==> src/rtl/bus_src_arbiter_pkg.sv <==
// Shared types and defaults for the register-bus source arbiter.
// State codes, default geometry and the existing register width live here.
package bus_src_arbiter_pkg;

  typedef enum logic [1:0] {
    ARB_IDLE  = 2'd0,
    ARB_GRANT = 2'd1,
    ARB_TURN  = 2'd2
  } arb_state_e;

  localparam int unsigned DEF_NUM_REQ   = 16;
  localparam int unsigned DEF_SEL_WIDTH = 4;
  localparam int unsigned REG_WIDTH     = 32;

  // Hold counter only needs to reach MAX_HOLD-1, so this never wraps.
  function automatic int unsigned arb_hold_width(input int unsigned max_hold);
    return $clog2(max_hold) + 1;
  endfunction

endpackage

==> src/rtl/bus_src_arbiter_if.sv <==
// Requester-side handshake bundle for the source arbiter.
// master = requesters/mux consumer, slave = arbiter.
interface bus_src_arbiter_if
  import bus_src_arbiter_pkg::*;
#(
    parameter int unsigned NUM_REQ   = DEF_NUM_REQ,
    parameter int unsigned SEL_WIDTH = DEF_SEL_WIDTH
);

    logic [NUM_REQ-1:0]   req;
    logic [NUM_REQ-1:0]   gnt;
    logic [SEL_WIDTH-1:0] selector;
    logic                 bus_valid;
    logic                 timeout;

    modport master (
        output req,
        input  gnt,
        input  selector,
        input  bus_valid,
        input  timeout
    );

    modport slave (
        input  req,
        output gnt,
        output selector,
        output bus_valid,
        output timeout
    );

endinterface

==> src/rtl/bus_src_arbiter_rr_pick.sv <==
// Combinational round-robin pick: first request above last_ptr, wrapping.
// The request vector is doubled so the wrap becomes a plain windowed scan.
module arb_rr_pick
  import bus_src_arbiter_pkg::*;
#(
    parameter int unsigned NUM_REQ   = DEF_NUM_REQ,
    parameter int unsigned SEL_WIDTH = DEF_SEL_WIDTH
) (
    input  logic [NUM_REQ-1:0]   i_req,
    input  logic [SEL_WIDTH-1:0] i_last_ptr,
    output logic                 o_any,
    output logic [SEL_WIDTH-1:0] o_winner
);

    logic [2*NUM_REQ-1:0] w_dbl;
    logic [31:0]          w_lp;

    assign w_dbl = {i_req, i_req};
    assign w_lp  = 32'(i_last_ptr);

    // Window (last_ptr, last_ptr+NUM_REQ] covers every index exactly once.
    always_comb begin
        o_any    = 1'b0;
        o_winner = '0;
        for (int unsigned k = 0; k < 2 * NUM_REQ; k++) begin
            if (!o_any && w_dbl[k] && (k > w_lp) && (k <= w_lp + NUM_REQ)) begin
                o_any    = 1'b1;
                o_winner = SEL_WIDTH'(k % NUM_REQ);
            end
        end
    end

endmodule

==> src/rtl/bus_src_arbiter.sv <==
// Round-robin arbiter for the 16:1 register-bus source mux, with a hold
// timer bounding ownership and one turnaround cycle between owners.
module bus_src_arbiter
  import bus_src_arbiter_pkg::*;
#(
    parameter int unsigned NUM_REQ   = DEF_NUM_REQ,
    parameter int unsigned SEL_WIDTH = DEF_SEL_WIDTH,
    parameter int unsigned MAX_HOLD  = 16
) (
    input  logic               clk,
    input  logic               rst_n,
    bus_src_arbiter_if.slave   bus
);

    localparam int unsigned        HCW       = arb_hold_width(MAX_HOLD);
    localparam logic [HCW-1:0]     HOLD_LAST = HCW'(MAX_HOLD - 1);
    localparam logic [SEL_WIDTH-1:0] PTR_INIT = SEL_WIDTH'(NUM_REQ - 1);

    arb_state_e           r_state, w_next_state;
    logic [HCW-1:0]       r_hold_cnt, w_hold_cnt_nxt;
    logic [SEL_WIDTH-1:0] r_last_ptr, w_last_ptr_nxt;
    logic [SEL_WIDTH-1:0] r_sel, w_sel_nxt;
    logic                 r_bus_valid, w_bus_valid_nxt;
    logic                 r_timeout, w_timeout_nxt;

    logic                 w_any;
    logic [SEL_WIDTH-1:0] w_winner;
    logic                 w_owner_req;
    logic                 w_expired;
    logic [NUM_REQ-1:0]   w_gnt;

    arb_rr_pick #(
        .NUM_REQ  (NUM_REQ),
        .SEL_WIDTH(SEL_WIDTH)
    ) u_pick (
        .i_req     (bus.req),
        .i_last_ptr(r_last_ptr),
        .o_any     (w_any),
        .o_winner  (w_winner)
    );

    assign w_owner_req = bus.req[r_sel];
    assign w_expired   = (r_hold_cnt == HOLD_LAST);

    always_comb begin
        w_next_state    = r_state;
        w_hold_cnt_nxt  = r_hold_cnt;
        w_last_ptr_nxt  = r_last_ptr;
        w_sel_nxt       = r_sel;
        w_bus_valid_nxt = r_bus_valid;
        w_timeout_nxt   = 1'b0;
        case (r_state)
            ARB_IDLE, ARB_TURN: begin
                w_bus_valid_nxt = 1'b0;
                if (w_any) begin
                    w_next_state    = ARB_GRANT;
                    w_sel_nxt       = w_winner;
                    w_bus_valid_nxt = 1'b1;
                    w_hold_cnt_nxt  = '0;
                end else begin
                    w_next_state = ARB_IDLE;
                end
            end
            ARB_GRANT: begin
                if (!w_owner_req || w_expired) begin
                    w_next_state    = ARB_TURN;
                    w_bus_valid_nxt = 1'b0;
                    w_last_ptr_nxt  = r_sel;
                    // Only a still-requesting owner counts as force-released.
                    w_timeout_nxt   = w_owner_req;
                end else begin
                    w_hold_cnt_nxt = r_hold_cnt + 1'b1;
                end
            end
            default: begin
                w_next_state    = ARB_IDLE;
                w_bus_valid_nxt = 1'b0;
            end
        endcase
    end

    always_ff @(posedge clk or negedge rst_n) begin
        if (!rst_n) begin
            r_state     <= ARB_IDLE;
            r_hold_cnt  <= '0;
            r_last_ptr  <= PTR_INIT;
            r_sel       <= '0;
            r_bus_valid <= 1'b0;
            r_timeout   <= 1'b0;
        end else begin
            r_state     <= w_next_state;
            r_hold_cnt  <= w_hold_cnt_nxt;
            r_last_ptr  <= w_last_ptr_nxt;
            r_sel       <= w_sel_nxt;
            r_bus_valid <= w_bus_valid_nxt;
            r_timeout   <= w_timeout_nxt;
        end
    end

    always_comb begin
        w_gnt = '0;
        if (r_bus_valid) begin
            w_gnt[r_sel] = 1'b1;
        end
    end

    assign bus.gnt       = w_gnt;
    assign bus.selector  = r_sel;
    assign bus.bus_valid = r_bus_valid;
    assign bus.timeout   = r_timeout;

endmodule
==> src/flat_wrapper.sv <==
// flat-port wrapper written by rule: the top's interface ports become plain ports
module bus_src_arbiter_flat import bus_src_arbiter_pkg::*;
#(
    parameter int unsigned NUM_REQ   = DEF_NUM_REQ,
    parameter int unsigned SEL_WIDTH = DEF_SEL_WIDTH,
    parameter int unsigned MAX_HOLD  = 16
)
  (clk, rst_n, bus_req, bus_gnt, bus_selector, bus_bus_valid, bus_timeout);
  bus_src_arbiter_if #(.NUM_REQ(NUM_REQ), .SEL_WIDTH(SEL_WIDTH)) bus_i ();
  input  logic clk;
  input  logic rst_n;
  input wire logic [$bits(bus_i.req)-1:0] bus_req;
  output wire logic [$bits(bus_i.gnt)-1:0] bus_gnt;
  output wire logic [$bits(bus_i.selector)-1:0] bus_selector;
  output wire logic [$bits(bus_i.bus_valid)-1:0] bus_bus_valid;
  output wire logic [$bits(bus_i.timeout)-1:0] bus_timeout;
  assign bus_i.req = bus_req;
  assign bus_gnt = bus_i.gnt;
  assign bus_selector = bus_i.selector;
  assign bus_bus_valid = bus_i.bus_valid;
  assign bus_timeout = bus_i.timeout;
  bus_src_arbiter #(.NUM_REQ(NUM_REQ), .SEL_WIDTH(SEL_WIDTH), .MAX_HOLD(MAX_HOLD)) u_core (.clk(clk), .rst_n(rst_n), .bus(bus_i));
endmodule
==> config.mk <==
export PLATFORM = sky130hd
export DESIGN_NAME = bus_src_arbiter_flat
export DESIGN_NICKNAME = d
export VERILOG_FILES = /design/src/rtl/bus_src_arbiter_pkg.sv /design/src/rtl/bus_src_arbiter_if.sv /design/src/rtl/bus_src_arbiter_rr_pick.sv /design/src/rtl/bus_src_arbiter.sv /design/src/flat_wrapper.sv
export SDC_FILE = /design/constraint.sdc
export NUM_CORES = 1
export LEC_CHECK = 0
export CAP_MARGIN = 5
export CORE_ASPECT_RATIO = 0.6
export CORE_UTILIZATION = 55
export CTS_BUF_LIST = sky130_fd_sc_hd__clkbuf_8 sky130_fd_sc_hd__clkbuf_16
export CTS_CLUSTER_DIAMETER = 30
export DETAILED_ROUTE_END_ITERATION = 12
export PLACE_DENSITY_LB_ADDON = 0.2
export REMOVE_ABC_BUFFERS = 1
export SLEW_MARGIN = 20
export SYNTH_ARGS = -nofsm -noshare
export SYNTH_HDL_FRONTEND = slang
export SYNTH_SLANG_ARGS = --single-unit
==> constraint.sdc <==
create_clock -name clk -period 4.2 [get_ports clk]
set_input_delay 0.84 -clock clk [delete_from_list [all_inputs] [get_ports clk]]
set_output_delay 0.84 -clock clk [all_outputs]
set_load 0.01 [all_outputs]
==> metrics.cfg <==
[place]
dp_cells = 286
dp_slack_ps = 634
placed_area_um2 = 2170
place_congestion = 1.00
placement.io_buffers = 39
hpwl_mm = 4.00

[yosys]
syn_inst = 216
synthesis.area_um2 = 1780
synth.area.top_cells = dfrtp_1 (18%), mux4_2 (6.3%), dfstp_2 (5.9%)
synth_edf_count = 0
ys.warnings.count = 0
synth.avg_cell_area_um2 = 8.23
netlist.area_leader.share_pct = 18.3
yosysSeqAreaShare_pct = 24.2
yosysUniqueCellTypes = 63
ys.flop_type = dfrtp_1
yosysTopAreaCell = dfrtp_1
ys_async_sr_fraction_pct = 100
synth-seq-cells = 17

[finish]
layout-drive-gt1-share_pct = 8.06
final_cell_mix = clkdlybuf4s50_1 (39), nor2_1 (27), nand2_1 (17)
final_cells = 290
final_common_cell = clkdlybuf4s50_1
areaGrowthSynthToFinish_pct = 24.5
nNetsFinal = 269
diodes = 0
finalInstanceArea_um2 = 2210

[floorplan]
dieWidth_um = 75.4
start_util_pct = 59.9
die_area_um2 = 3470
row_count = 15
core_um2 = 2970
fp.dieH_um = 46.0
io_pins = 40

[timing]
max_freq_mhz = 298
relSlewSlack_pct = 50.7
rsz0062_at_grt = no
fin_crit_ps = 3350
finClkSkew_ps = 2.00
finalSetupViolCount = 0
fin_crit_sh_pct = 79.8
finalWorstSetupSlack_ps = 847
tightest_slew_ps = 737
hold_ws_ps = 510
fin_setup_tns_ps = 0
slew_violations = 0
timing.final.hold_violations = 0

[clock_network]
cts_tree = built
clkTransAtPathRegs_ps = 60
numCtsBuffers = 3
clock-sinks = 17
cts_buffer_depth = 2
ctsHoldBuffers = 0
cts.repair.resized = 0
post_cts_buffers = 0
clk_latency_ps = 250
root_buffer = clkbuf_8
htreeDepth = 1

[route]
drc = 0
firstDrtPassIters = 6
finalWirelength_mm = 5.41
avgViaCountPerCell = 6.80
vias = 1971
routedWlPerCell_um = 18.7
ant_nets = 0
first_iter_violations = 207

[setup_path]
path_class = in2reg
start_kind = input port
r2r_start = u_core.r_last_ptr[3]$_DFFE_PN1P_
crit_fanout = 8
arrival_ps = 3480
end_kind = register
cp-startpoint = bus_req[4]
worstPathRequired_ps = 4330

[status]
status = finished, final reports clean

[global_route]
gr-usage-all-layers_pct = 32.8
grt_pass1_vias = 1705
grt_max_degree = 26
overflow = 0
grt_pass1_wl_mm = 8.34
antenna_found_initial = 0

[hold_path]
hold_class = reg2reg
worstHoldStart = u_core.r_hold_cnt[4]$_DFFE_PN0P_

[pwr]
power.leakage_nw = 0.822
p_per_area_nw_per_um2 = 693
peakVddDrop_mv = 0.510

[flow_run]
cap_violations = 0

[cell usage after synthesis, drive strengths merged, types with 3 or more instances]
master	number
a211oi	3
and3	3
mux2	4
buf	9
or2	3
dfstp	4
o21ai	19
o211ai	3
a21oi	7
a31oi	4
nor4	3
a22o	4
nand2	17
nand2b	5
and2	4
nor2	28
a21o	4
o31a	5
mux4	5
inv	8
nand3	4
a221oi	3
nor3	7
dfrtp	13
nand4	5
[per-layer routing]
layer / track usage [%] / routed length [um] / up-vias
met4: 4.07 / 24 / 0
met3: 7.96 / 700 / 6
met2: 48.0 / 2200 / 146
met1: 49.9 / 2490 / 914
met5: 0 / 0 / -
li1: - / - / 905
[where the power goes]
group          leakage (nW)  internal, mW  switching (mW)
logic                 0.590         0.442           0.502
clock network        0.0269        0.0648          0.0508
registers             0.206         0.248           0.224
[metrics by stage]
stage | utilization, % | total power, mW
detailed placement | 73.1 | 1.38
global route | 74.6 | 1.63
finish | 74.6 | 1.53
CTS | 74.6 | 1.50
global placement | 73.1 | 1.35
floorplan | - | 1.04
[worst max-delay path, stage by stage]
cell	delay (ps)
clkdlybuf4s50_1	530
or4_1	530
a222oi_1	540
nand2_1	210
nor3_4	280
a31oi_4	170
or2_0	250
o41a_1	120
[final timing paths]
| kind | end | slack [ps] | depth (start not counted) |
|---|---|---|---|
| worst max-delay path | u_core.bus.selector[0]$_DFFE_PN0P_ | 850 | 8 |
| worst min-delay path | u_core.r_hold_cnt[4]$_DFFE_PN0P_ | 510 | 1 |
| worst max register to register | u_core.bus.selector[0]$_DFFE_PN0P_ | 1400 | 7 |
| worst min register to register | u_core.r_hold_cnt[4]$_DFFE_PN0P_ | 510 | 1 |
| max in group asynchronous | u_core.r_hold_cnt[0]$_DFFE_PN0P_ | 2710 | 1 |
| min in group asynchronous | u_core.bus.bus_valid$_DFFE_PN0P_ | 1030 | 1 |
[sequential cells by signal (all words and copies together), names as in the netlist]
register and count:
u_core.r_hold_cnt 5, u_core.bus.selector 4, u_core.r_last_ptr 4, u_core.r_state 2, u_core.bus.bus_valid 1, u_core.bus.timeout 1
[cells by family (layout without fill, tap and decap cells)]
group / Yosys count / count (layout) / share of synthesized area [%]
AND/OR/NAND/NOR: 94 / 94 / 29.4
AO/OA/AOI/OAI: 72 / 72 / 29.9
buffers and inverters: 19 / 51 / 4.65
flip-flops: 17 / 17 / 24.2
multiplexers: 11 / 11 / 10.0
adder cells (fa/ha/maj): 2 / 2 / 1.41
XOR/XNOR: 1 / 1 / 0.493
[area by class of cell]
type	count	area [um^2]
clock inverters	1	3.75
multi-input cells	180	1260
repair buffers	39	390
inverters	8	30.0
fillers	261	753
well taps	42	52.6
flip-flops and latches	17	430
clock buffers	3	41.3
No activity file was read; power rests on OpenSTA's default activity.
